==> config.mk <==
export PLATFORM = sky130hd
export DESIGN_NAME = reg_file_mp
export DESIGN_NICKNAME = d
export VERILOG_FILES = /design/src/rtl/reg_file_mp.sv
export SDC_FILE = /design/constraint.sdc
export NUM_CORES = 1
export LEC_CHECK = 0
export CAP_MARGIN = 25
export CORE_MARGIN = 2
export CORE_UTILIZATION = 45
export CTS_CLUSTER_SIZE = 20
export DETAILED_ROUTE_END_ITERATION = 6
export GPL_TIMING_DRIVEN = 0
export SLEW_MARGIN = 20
export SYNTH_ARGS = -nofsm -noshare
export SYNTH_HDL_FRONTEND = slang
export SYNTH_SLANG_ARGS = --single-unit
export TNS_END_PERCENT = 30
==> constraint.sdc <==
create_clock -name CLK -period 4.16 [get_ports CLK]
set_input_delay 0.624 -clock CLK [delete_from_list [all_inputs] [get_ports CLK]]
set_output_delay 0.624 -clock CLK [all_outputs]
set_load 0.05 [all_outputs]
==> src/rtl/reg_file_mp.sv <==
// Parametrised multi-read-port register file with x0 hardwired to zero, same-cycle
// write bypass, a per-register pending scoreboard and a post-reset clear sweep.
//
// state    | meaning
// ST_CLEAR | sweeping zeros into the array, writes/issues ignored, reads return 0
// ST_RUN   | normal operation, READY high
module reg_file_mp #(
    parameter int DATA_W = 32,
    parameter int ADDR_W = 5,
    parameter int NUM_RD = 2
) (
    input  logic                       CLK,
    input  logic                       RESET,
    output logic                       READY,
    input  logic                       WE,
    input  logic [ADDR_W-1:0]          WADDR,
    input  logic [DATA_W-1:0]          WDATA,
    input  logic                       ISSUE,
    input  logic [ADDR_W-1:0]          ISSUE_ADDR,
    input  logic [NUM_RD*ADDR_W-1:0]   RADDR,
    output logic [NUM_RD*DATA_W-1:0]   RDATA,
    output logic [NUM_RD-1:0]          RBUSY
);

    localparam int NREGS = 2**ADDR_W;

    localparam logic ST_CLEAR = 1'b0;
    localparam logic ST_RUN   = 1'b1;

    logic              r_state;
    logic [ADDR_W-1:0] r_cnt;
    logic [NREGS-1:0]  r_pend;
    logic [DATA_W-1:0] r_mem [NREGS];

    logic              w_run;
    logic              w_wr;
    logic              w_iss;
    logic [NREGS-1:0]  w_pend_nxt;

    assign w_run = (r_state == ST_RUN);
    assign READY = w_run;
    assign w_wr  = WE && (WADDR != '0);
    assign w_iss = ISSUE && (ISSUE_ADDR != '0);

    // Issue is applied after the writeback clear so a newer producer keeps the bit set.
    always_comb begin
        w_pend_nxt = r_pend;
        if (w_wr)
            w_pend_nxt[WADDR] = 1'b0;
        if (w_iss)
            w_pend_nxt[ISSUE_ADDR] = 1'b1;
    end

    always_ff @(posedge CLK or posedge RESET) begin
        if (RESET) begin
            r_state <= ST_CLEAR;
            r_cnt   <= '0;
            r_pend  <= '0;
        end else begin
            case (r_state)
                ST_CLEAR: begin
                    r_cnt <= r_cnt + 1'b1;
                    if (r_cnt == ADDR_W'(NREGS - 1))
                        r_state <= ST_RUN;
                end
                default: begin
                    r_pend <= w_pend_nxt;
                end
            endcase
        end
    end

    always_ff @(posedge CLK) begin
        if (!w_run)
            r_mem[r_cnt] <= '0;
        else if (w_wr)
            r_mem[WADDR] <= WDATA;
    end

    for (genvar k = 0; k < NUM_RD; k++) begin : g_rd
        logic [ADDR_W-1:0] w_ra;
        logic              w_live;
        logic              w_byp;

        assign w_ra   = RADDR[k*ADDR_W +: ADDR_W];
        assign w_live = w_run && (w_ra != '0);
        assign w_byp  = WE && (WADDR == w_ra);

        assign RDATA[k*DATA_W +: DATA_W] = !w_live ? '0 :
                                           w_byp   ? WDATA : r_mem[w_ra];
        assign RBUSY[k] = w_live && r_pend[w_ra] && !w_byp;
    end

endmodule

After elaboration in Yosys (flattened, before gate mapping). Memories as Yosys holds them, arrays and structs flattened. Cells that the tools add are included.

Register bits: 38. RAM bits: 1024. Logic and storage cells: 59. Memories: 1.

Memory list: r_mem (words 32, width 32, read ports 2, clocked after memory_dff 0, write ports 1, line 33) `logic [DATA_W-1:0] r_mem [NREGS];`.

Add/subtract/negate cells: 1. $lt $le $gt $ge: 6. Equality and inequality tests: 3. Mux-type cells: 23. Bitwise gates (word level): 3. Reductions and logical operators: 19.

Operator list (number): 32-bit 2-to-1 mux (7); 32-bit bitwise AND (1); 32-bit inverter (1); 32-bit bitwise OR (1); 32-bit OR reduction (1); 5-bit by 6-bit less-than comparator with 1-bit output (second input constant) (4); 5-bit nonzero test (4); 1-bit logical AND (12); 1-bit 2-to-1 mux (11); 1-bit binary-select mux with 5-bit select (2); 1-bit demux with 5-bit select (2); 5-bit equality test (2); 5-bit by 1-bit >= comparator with 1-bit output (second input constant) (2); 5-bit by 1-bit adder with 5-bit output (second input constant) (1); 5-bit equality test (second input constant) (1); 5-bit 2-to-1 mux (1); 1-bit logical NOT (2).

Depth between registers and ports, before layout.
Word-level depth: 9. Gate-level depth with buffers: 9.

Worst setup path before layout. Ideal clock, no wire load.

Path kind: input-to-output. Start: input port RADDR[9]. End: output port RDATA[61]. Arrival: 3.089 ns. Data required time: 3.536 ns. Slack: 0.447 ns. Stages: 7. Path through: buf_2 -> inv_2 -> buf_1 -> mux2i_1 -> a21oi_1 -> nor4_1 -> nor4_1.

Cells in the longest elaborated chain, start to end: 4. Elaborated cells on any way between the ends: 7. Classes of those cells: eq/ne: 1; mux: 2; reduce/logical: 3; memory: 1.

RTL lines: from (decl) (line 20) `input logic [NUM_RD*ADDR_W-1:0] RADDR,`; branches (longest 3 deep; another with memory read 32 x 32 bit); 32-bit 2-to-1 mux (*) (line 89) `assign RDATA[k*DATA_W +: DATA_W] = !w_live ? '0 :`; to (decl) (line 21) `output logic [NUM_RD*DATA_W-1:0] RDATA,`.

Every way passes the cells marked *.

Worst setup path in the final report.
Start: input port RADDR[7]. End: output port RDATA[45].

The elaborated chain is that of the path after synthesis.

==> results.ini <==
[global_route]
grt_pass1_vias = 35203
grt_max_degree = 39
overflow = 0
grt_usage_pct = 36.7
antenna_found_initial = 12
grt_pass1_wl_mm = 289

[synth]
synth_area_per_cell_um2 = 17.1
yosys.area.top_type = edfxtp_1
ys_warn_count = 0
yosys.area_share.adder_pct = 0.0490
yosysMostFrequentCell = edfxtp_1
synth_enable_flop_cells = 1024
synth-xor-area-share_pct = 0.223
ys_top_cells_by_count = edfxtp_1 (1,024), mux2i_1 (416), mux4_2 (330)
syn_area_um2 = 51100
yosys_register_bits = 1062
synthSimpleGateAreaFrac_pct = 2.25
yosysTopAreaCellShare_pct = 60.2
muxShareOfSynthArea_pct = 22.8
synthArstFlopShare_pct = 3.58
synthFlopType = edfxtp_1
synth_nets = 3044
synth_top_family_by_area = multiplexers
synth_compound_area_share_pct = 9.51
ys_top_cells_by_area = edfxtp_1 (60%), mux4_2 (15%), mux2i_1 (8.1%)
synth_cell_types = 56
seq_area_frac_synth_pct = 62.0
synthCells = 2986

[power_and_ir_drop]
power_leakage_uw = 0.0218
ir_drop_uv = 329
powerDensity_nw_per_um2 = 421

[timing]
maxSlewViolCount = 0
hold_viol = 0
skew_ns = 0.0401
slew_headroom_pct = 21.1
max_freq_mhz = 232
period_needed_ns = 4.31
holdWs_ns = 0.358
rsz0062_at_grt = true
fin_ws_ns = -0.145
setup_viol = 42
worst_pin_slew_ns = 1.18
period_share_pct = 103
tns_ns = -2.17

[worst_setup_path]
startpoint_type = input pin
path_class = input pin to output port
required_ns = 3.54
endpoint_kind = output port
cp.arrival_ns = 3.68
cp_max_fo = 10

[floorplan]
die_x_um = 341
start_util_pct = 45.4
coreArea_um2 = 112000
io_pins = 123
fp.dieH_um = 341
rows = 123
dieArea_um2 = 116000

[finish]
drive_above_1_share_pct = 29.4
finalInstanceArea_um2 = 60800
area_growth_pct = 19.0
fillerInstances = 8819
fin_nets = 3368

[run_status]
status = finished, violations left
violations = setup timing

[min_path]
min_path_type = input pin to flop

[detailed_routing]
route.detailed.drc = 0
viasPerCell = 7.32
ant_nets = 0
first_iter_violations = 5962
drt-total-wl_mm = 216
vias = 35972
wire_per_inst_um = 44.0
drt_first_pass_iters = 7

[clock_tree]
cts_max_path_buffers = 3
clk_latency_ns = 0.74
cts_tree = done
h-tree-depth = 3
numClockSinks = 1062
cts_root_buffer = clkbuf_16
cts_buffers = 114
path_clk_slew_ns = 0.06

[placement]
hpwl_mm = 149
port_buffers = 113
gp_congestion = 0.974
dpl-instance-area_um2 = 56200

[job]
drv_cap = 0

power by group:
| group | internal, uW | switching (uW) | total [uW] | leakage [uW] |
|---|---|---|---|---|
| combinational | 982 | 2220 | 3200 | 0.00886 |
| sequential | 11800 | 37.9 | 11800 | 0.0111 |
| clock | 6120 | 4420 | 10500 | 0.00185 |
| total | 18900 | 6680 | 25600 | 0.0218 |
worst max-delay path, stage by stage:
cell             delay [ns]
clkdlybuf4s50_1        0.56
buf_6                  0.24
inv_2                  0.24
clkbuf_2               0.54
o21ai_0                0.22
a211oi_2               0.53
a221o_1                0.27
clkdlybuf4s15_2        0.40
state kept, by name, indices dropped and copies added, names as in the netlist:
signal  flops
r_mem    1024
r_pend     32
READY       1
r_cnt       5
cells in the final DEF, fill, tap and decap left out, types with 46 or more instances in the layout:
cell type / instances
a22oi_1: 85
a221o_1: 66
clkbuf_16: 115
edfxtp_1: 1024
a21oi_1: 70
clkdlybuf4s50_1: 46
buf_6: 70
buf_4: 52
mux2i_1: 416
clkbuf_2: 48
mux4_2: 330
o21ai_0: 150
buf_2: 48
a221oi_1: 126
clkbuf_1: 60
through the flow:
| step | total power (uW) | instances | utilization (%) | setup WS (ns) |
|---|---|---|---|---|
| after floorplan | 13700 | 2986 | - | 0.447 |
| after detailed placement | 15100 | 4683 | 50.0 | -1.74 |
| after CTS | 25400 | 4902 | 53.9 | -0.146 |
| final | 25600 | 4912 | 54.0 | -0.145 |
| after global routing | 26000 | 4910 | 54.0 | -0.105 |
| after global placement | 15000 | 4599 | 48.1 | -3.11 |
layer usage:
| metal | up-vias | wire length [um] | part of all wire [%] | global-route usage, % |
|---|---|---|---|---|
| met5 | - | 177 | 0.082 | 0 |
| met4 | 12 | 15500 | 7.2 | 21.5 |
| met3 | 785 | 33400 | 15 | 15.0 |
| met2 | 3154 | 92100 | 43 | 53.4 |
| met1 | 18612 | 74900 | 35 | 46.2 |
| li1 | 13409 | - | - | - |
cell type report:
| type | count | area, um2 | area share (%) |
|---|---|---|---|
| clock buffer | 142 | 3010 | 4.95 |
| timing repair buffer | 208 | 2980 | 4.90 |
| antenna | 4 | 10.0 | 0.0165 |
| multi-input combinational | 1664 | 18500 | 30.4 |
| inverter | 10 | 43.8 | 0.0720 |
| buffer | 250 | 1860 | 3.05 |
| sequential | 1062 | 31700 | 52.1 |
| tap | 1500 | 1880 | 3.09 |
| clock inverter | 72 | 821 | 1.35 |
repair_timing:
| item | in CTS | in global routing |
|---|---|---|
| gates resized for setup | 308 | 84 |
| buffers inserted | 5 | 0 |
| pin swaps | 9 | 8 |
| hold buffers | 0 | 0 |
| endpoints found under the setup margin | 66 | 55 |
cell families (layout without fill, tap and decap cells):
logic type / count (synthesis) / count (layout)
buf+inv: 260 / 682
flops: 1062 / 1062
mux: 749 / 749
other cells: 0 / 4
fa+ha+maj: 2 / 2
simple gates: 228 / 228
compound gates: 672 / 672
xor+xnor: 13 / 13
worst paths after layout:
kind                       startpoint           end  slack [ns]  cells past startpoint
setup / recovery             RADDR[7]     RDATA[45]       -0.15                      8
hold / removal               WADDR[1]     r_pend[7]        0.36                      3
setup reg to reg                READY  r_mem[27][7]        0.59                      6
hold reg to reg              r_cnt[0]      r_cnt[0]        0.51                      1
max in group asynchronous       RESET      r_cnt[3]        3.25                      2
min in group asynchronous       RESET    r_pend[21]        0.40                      2
No activity file was read; power rests on OpenSTA's default activity.
